File: config.mk
export PLATFORM = sky130hd
export DESIGN_NAME = pano_button
export DESIGN_NICKNAME = d
export VERILOG_FILES = /design/src/rtl/pano_button.sv
export SDC_FILE = /design/constraint.sdc
export NUM_CORES = 1
export LEC_CHECK = 0
export ABC_AREA = 0
export CORE_ASPECT_RATIO = 1.2
export CORE_UTILIZATION = 49
export DETAILED_ROUTE_END_ITERATION = 16
export GPL_TIMING_DRIVEN = 0
export PLACE_DENSITY = 0.73
export SETUP_SLACK_MARGIN = 0.3
export SKIP_CTS_REPAIR_TIMING = 1
export SYNTH_ARGS = -nofsm -noshare
export SYNTH_HDL_FRONTEND = slang
export SYNTH_SLANG_ARGS = --single-unit
export TNS_END_PERCENT = 1
File: constraint.sdc
create_clock -name SYSCLK -period 1.87 [get_ports SYSCLK]
set_input_delay 0.374 -clock SYSCLK [delete_from_list [all_inputs] [get_ports SYSCLK]]
set_output_delay 0.374 -clock SYSCLK [all_outputs]
set_load 0.1 [all_outputs]
File: src/rtl/pano_button.sv
// Pushbutton conditioner: synchronizer, debouncer, press/release pulses, press counter.
// Define PANO_BUTTON_LONG_PRESS_EN to add the hold counter, LONG_HELD state and LONG_PRESS pulse.
module pano_button #(
  parameter int DEBOUNCE_CYCLES   = 250000,
  parameter int LONG_PRESS_CYCLES = 25000000,
  parameter bit ACTIVE_LOW        = 1'b1
) (
  input  logic       SYSCLK,
  input  logic       RESET_N,
  input  logic       BTN,
  output logic       BTN_LEVEL,
  output logic       PRESS,
  output logic       RELEASE,
  output logic       LONG_PRESS,
  output logic [7:0] PRESS_COUNT
);

  // Sized to hold DEBOUNCE_CYCLES itself so a count of 1 still yields a 1-bit counter.
  localparam int DB_W = $clog2(DEBOUNCE_CYCLES + 1);
  localparam logic IDLE_PIN = ACTIVE_LOW;

`ifdef PANO_BUTTON_LONG_PRESS_EN
  typedef enum logic [1:0] {RELEASED, PRESSED, LONG_HELD} state_t;
  localparam int HOLD_W = $clog2(LONG_PRESS_CYCLES + 1);
  logic [HOLD_W-1:0] hold_cnt, hold_cnt_d;
  logic              long_d;
`else
  typedef enum logic {RELEASED, PRESSED} state_t;
`endif

  state_t          state, state_d;
  logic            sync1, sync2, s;
  logic [DB_W-1:0] db_cnt;
  logic            accept, rise, fall;

  // NOTE: the synchronizer resets to the idle pin level, not 0, so that a button
  // held through reset is seen as a fresh transition once reset lifts.
  always_ff @(posedge SYSCLK or negedge RESET_N) begin
    if (!RESET_N) begin
      sync1 <= IDLE_PIN;
      sync2 <= IDLE_PIN;
    end else begin
      // NOTE: non-blocking assignments let sync2 take the old sync1, forming two real flops.
      sync1 <= BTN;
      sync2 <= sync1;
    end
  end

  assign s      = ACTIVE_LOW ? ~sync2 : sync2;
  assign accept = (s != BTN_LEVEL) && (db_cnt == DB_W'(DEBOUNCE_CYCLES - 1));
  assign rise   = accept & s;
  assign fall   = accept & ~s;

  always_ff @(posedge SYSCLK or negedge RESET_N) begin
    if (!RESET_N) begin
      db_cnt      <= '0;
      BTN_LEVEL   <= 1'b0;
      PRESS       <= 1'b0;
      RELEASE     <= 1'b0;
      PRESS_COUNT <= '0;
    end else begin
      PRESS   <= rise;
      RELEASE <= fall;
      if (s == BTN_LEVEL || accept) db_cnt <= '0;
      else                          db_cnt <= db_cnt + 1'b1;
      if (accept) BTN_LEVEL <= s;
      if (rise)   PRESS_COUNT <= PRESS_COUNT + 8'd1;
    end
  end

  always_ff @(posedge SYSCLK or negedge RESET_N) begin
    if (!RESET_N) begin
      state      <= RELEASED;
`ifdef PANO_BUTTON_LONG_PRESS_EN
      hold_cnt   <= '0;
      LONG_PRESS <= 1'b0;
`endif
    end else begin
      state      <= state_d;
`ifdef PANO_BUTTON_LONG_PRESS_EN
      hold_cnt   <= hold_cnt_d;
      LONG_PRESS <= long_d;
`endif
    end
  end

  // NOTE: every signal driven here gets its default first so no latch is inferred.
  always_comb begin
    state_d = state;
`ifdef PANO_BUTTON_LONG_PRESS_EN
    hold_cnt_d = hold_cnt;
    long_d     = 1'b0;
`endif
    case (state)
      RELEASED: begin
        if (rise) begin
          state_d = PRESSED;
`ifdef PANO_BUTTON_LONG_PRESS_EN
          hold_cnt_d = '0;
`endif
        end
      end
      PRESSED: begin
        // A release accepted on the completing edge takes priority over LONG_PRESS.
        if (fall) begin
          state_d = RELEASED;
`ifdef PANO_BUTTON_LONG_PRESS_EN
        end else if (hold_cnt == HOLD_W'(LONG_PRESS_CYCLES - 1)) begin
          state_d = LONG_HELD;
          long_d  = 1'b1;
        end else begin
          hold_cnt_d = hold_cnt + 1'b1;
`endif
        end
      end
`ifdef PANO_BUTTON_LONG_PRESS_EN
      LONG_HELD: begin
        if (fall) state_d = RELEASED;
      end
`endif
      default: state_d = RELEASED;
    endcase
  end

`ifndef PANO_BUTTON_LONG_PRESS_EN
  assign LONG_PRESS = 1'b0;
`endif

endmodule
# Yosys cells after proc, flatten, opt, wreduce, memory -nomap -nowiden
# Index checks and enable logic that the tools add are counted.
word_totals:
  word_cells: 18
  inputBits: 3
  reg_bits: 31
op_classes:
  eq_ne: 3
  bitwise_logic: 3
  n_addsub: 2
  reduce_logical: 2
  n_mux: 1
ops:
  columns: ["op", "n"]
  rows:
  - ["18-bit by 1-bit adder with 18-bit output (second input constant)", 1]
  - ["18-bit == test (second input constant)", 1]
  - ["18-bit 2-to-1 mux", 1]
  - ["8-bit by 1-bit adder with 8-bit output (second input constant)", 1]
  - ["1-bit AND", 2]
  - ["1-bit == test", 1]
  - ["1-bit logical AND", 1]
  - ["1-bit logical OR", 1]
  - ["1-bit inequality test", 1]
  - ["1-bit inverter", 1]

# Depth between registers and ports, before layout
logic_depth:
  word_depth: 5
  depth_mapped: 6
  mapped_depth_nobuf: 5

# Worst setup path before layout
# Ideal clock, no wire load.
synth_path:
  path_kind: "register -> register"
  start: "register BTN_LEVEL"
  end: "register PRESS_COUNT[1]"
  synth_period_minus_slack_ns: 2.062
  path_slack_ns: -0.192
  t_arrival_ns: 1.937
  setup_ns: 0.126
  stages_incl_launch_ff: 5
  t_required_ns: 1.744
  path_cell_list: "dfrtp_1 -> or2_2 -> buf_1 -> nor3_1 -> mux2_2"
synth_via:
  elab_chain_len: 3
synth_lines:
  columns: ["item", "line", "rtl"]
  rows:
  - ["from (decl)", "11", "output logic BTN_LEVEL,"]
  - ["from (signal assigned)", "66", "if (accept) BTN_LEVEL <= s;"]
  - ["1-bit inequality test", "50", "assign accept = (s != BTN_LEVEL) && (db_cnt == DB_W'(DEBOUNCE_CYCLES - 1));"]
  - ["1-bit logical AND", "50", null]
  - ["1-bit AND", "51", "assign rise = accept & s;"]
  - ["to (signal assigned)", "67", "if (rise) PRESS_COUNT <= PRESS_COUNT + 8'd1;"]
  - ["to (decl)", "15", "output logic [7:0] PRESS_COUNT"]
# Every way passes these cells.
# A chain may end at the register's enable or synchronous reset.

# Worst setup path after layout
layout_path:
  start: "register db_cnt[4]"
  end: "register db_cnt[8]"
layout_via:
  elab_chain_len: 4
  elab_cells_between_ends: 5
  classes_between: "1 x add/sub; 1 x eq/ne; 1 x mux; 2 x reduce/logical"
layout_lines:
  columns: ["item", "line", "rtl"]
  rows:
  - ["from (decl)", "33", "logic [DB_W-1:0] db_cnt;"]
  - ["from (signal assigned)", "65", "else db_cnt <= db_cnt + 1'b1;"]
  - ["branches (longest 3 deep; another with 18-bit by 1-bit adder with 18-bit output)", null, null]
  - ["18-bit 2-to-1 mux (*)", "64", "if (s == BTN_LEVEL || accept) db_cnt <= '0;"]
# Mark *: on every way between the ends.

==> impl_results.md <==
* Final hold vios at 0
* Nets at 170
* Comb power frac at 5.5%
* Cell Chain, Critical Path: and4bb_2 > nand4_1 > buf_4 > o21ai_4 > clkbuf_4 > nor2_1
* Max-slew headroom at 35.71%
* WP data required at 2.10 ns
* Count of clock tree sinks at 31
* Grt ovf at 0
* Maximum fanout count along the critical path at 10
* Clock network power share at 33.4%
* Final instance area at 0.001795 mm2
* I/O pin count at 15
* Global-route wire length before repair at 4.795 mm
* Total CTS buffers at 5
* Detailed Route Iter0 Violations at 35
* Slew at the pin with the worst max-slew slack at 0.9628 ns
* Fin crit period at 1.816 ns
* Multi-input gate area at 734.5 um2
* Count of cell types in the netlist at 31
* Setup CP Type: reg -> reg
* Outcome: finished, final reports clean
* Synth top area share at 49.96%
* Die Wd at 51.71 um
* Layout cells sized above 1 at 33.13%
* Ys Warns at 0
* Crit. End Element: flip-flop
* Initial core utilization at 51.67%
* Initial antenna violation count at 0
* Longest Clk Path Bufs at 2
* Most common cell in the synthesized netlist: dfrtp_1
* CTS tree: built
* Post-Route Utilization at 63.86%
* Post-Synthesis Cells at 140
* Storage cell area at 789.5 um2
* Worst min path class: in -> async
* DP Area at 0.001698 mm2
* Syn avg cell area at 10.38 um2
* Sequential share of the synthesized area at 53.57%
* Vias in the first global route at 1086
* Max VDD drop at 0.3963 mV
* Max incr delay on CP at 0.46 ns
* Slowest stage cell, crit path: dfrtp_2
* Final GP Congestion at 0.7976
* Root buffer cell: clkbuf_4
* Worst skew pair latency at 0.34 ns
* Net load switching power at 277.8 uW
* Fill cell count at 225
* Clock Skew at 0.01352 ns
* Top cells by area, synth: dfrtp_1, xnor2_1, xor2_1
* Part of the power in registers at 61.0%
* Dpl hpwl at 1.931 mm
* Die height at 61.65 um
* # DRC at 0
* Core area at 0.002811 mm2
* Port bufs at 13
* Crit path max-delay family: simple AND/OR/NAND/NOR gates
* Row count at 21
* H-tree depth at 2
* Main synth FF type: dfrtp_1
* Post-synth top cells: dfrtp_1, nor2_1, xnor2_1, xor2_1, nor4_1
* Ys async rst share at 100.0%
* Largest net degree at the start of global routing at 32
* Max Freq at 550.6 MHz
* Final period util at 97.12%
* Startpoint Class: flip-flop
* Synth-to-layout area growth at 23.60%
* Overall Global Routing Usage at 21.66%
* Die ar. at 0.003187 mm2
* Internal power at 847.0 uW
* Vias per cell at 5.465
* Syn Nets at 145
* Via count at 1093
* Drt pass-1 iters at 4
* ANT cells at 0
* Wire per inst at 15.19 um
* Pleak at 0.0008186 uW
* Setup violators final at 0
* Number of flops mapped to enable cells by yosys at 0
* Antenna viol nets, final at 0
* Buffers & Inverters on Critical Path at 2
* Seq cells post-synth at 31
* Cell Area, Synth at 0.001453 mm2
* Pins Over Slew Limit at 0
* Max-Cap Viols at 0
* Arrival time worst endpoint at 2.05 ns
* Power Density at 626.5 mW/mm2
* Clk slew on worst S/H paths at 0.10 ns
* Routed WL at 3.037 mm
* Switch share at 24.70%
* RSZ-0062 raised after global routing: yes
* Synth area leader: dfrtp_1
-- power groups by stage --
stage / Clock (uW) / Combinational [uW] / Sequential (uW)
after floorplan: 0 / 32.1 / 698
after global placement: 0 / 53.4 / 699
after detailed placement: 0 / 54.7 / 700
after CTS: 388 / 54.9 / 687
after global routing: 414 / 71.0 / 688
final: 376 / 62.3 / 686
-- sequential cells by signal, summed over array words and instances, names as in the netlist --
name         cells
PRESS            1
BTN_LEVEL        1
PRESS_COUNT      8
sync1            1
db_cnt          18
RELEASE          1
sync2            1
-- cells by family after synthesis --
logic type	count (synthesis)	share of synthesized area, %
and+or+nand+nor	66	24.55
DFF	31	53.57
xor gates and xnor gates	22	13.26
buffers and inverters	10	3.015
AOI/OAI and AO/OA	7	2.842
adders and majority gates	2	1.722
other	1	0.2582
muxes	1	0.7751
-- through the flow --
stage	setup slack (ns)	cells	setup TNS (ns)	power, uW	hold WS, ns
final	0.05377	200	0	1125	0.07035
after global routing	-0.05358	200	-0.4290	1173	0.1164
after CTS	-0.4557	195	-4.400	1129	0.3603
after detailed placement	-0.3391	187	-5.274	754.4	0.3476
after global placement	-0.2811	187	-3.655	752.4	0.3467
after floorplan	0.1939	140	0	730.4	0.07841
-- path summary, 6_finish.rpt --
check	from	endpoint	slack, ns	cells after the start
worst max-delay path	db_cnt[4]$_DFF_PN0_	db_cnt[8]$_DFF_PN0_	0.05	6
min in group SYSCLK	sync1$_DFF_PN1_	sync2$_DFF_PN1_	0.35	0
worst min register to register	sync1$_DFF_PN1_	sync2$_DFF_PN1_	0.35	0
worst max register to register	db_cnt[4]$_DFF_PN0_	db_cnt[8]$_DFF_PN0_	0.05	6
worst min-delay path	RESET_N	RELEASE$_DFF_PN0_	0.07	1
max in group asynchronous	RESET_N	BTN_LEVEL$_DFFE_PN0P_	1.29	1
-- layer usage --
metal  GRT usage [%]  part of all wire, %  up-vias
met5               0                    0        -
met4           11.58                  2.1        0
met3           6.667                  3.9        6
met1           21.60                   40      535
li1                -                    -      533
met2           40.26                   54       19
-- worst reg2reg max path: cells and delay by family (launching register included) --
kind            cells  cell delay, ns
buf+inv             2            0.47
compound gates      1            0.17
simple gates        3            0.60
flops               1            0.46
-- placed cells by master, fill, tap and decap left out, types with 2 or more instances in the layout --
cell type	instances
dfstp_2	2
nand3_1	5
nand2_1	6
nand3_2	2
buf_4	7
o21ai_0	2
xnor2_1	11
dfrtp_2	6
dfrtp_1	22
nor2_1	19
nor4_4	3
nor3_1	7
clkbuf_4	6
clkbuf_2	10
and3_1	2
clkbuf_1	2
nand4_1	7
inv_1	5
buf_6	2
nor4_2	3
xor2_1	11
a21oi_1	2
nor4_1	3
-- final cells by class --
| cell class | instances | share of cell area [%] |
|---|---|---|
| Inverter | 5 | 1.045 |
| Sequential cell | 31 | 43.97 |
| Tap cell | 34 | 2.369 |
| Buffer | 5 | 2.509 |
| Multi-Input combinational cell | 99 | 40.91 |
| Clock buffer | 7 | 2.509 |
| Timing Repair Buffer | 18 | 6.411 |
| Clock inverter | 1 | 0.2787 |
No activity file was read; power rests on OpenSTA's default activity.
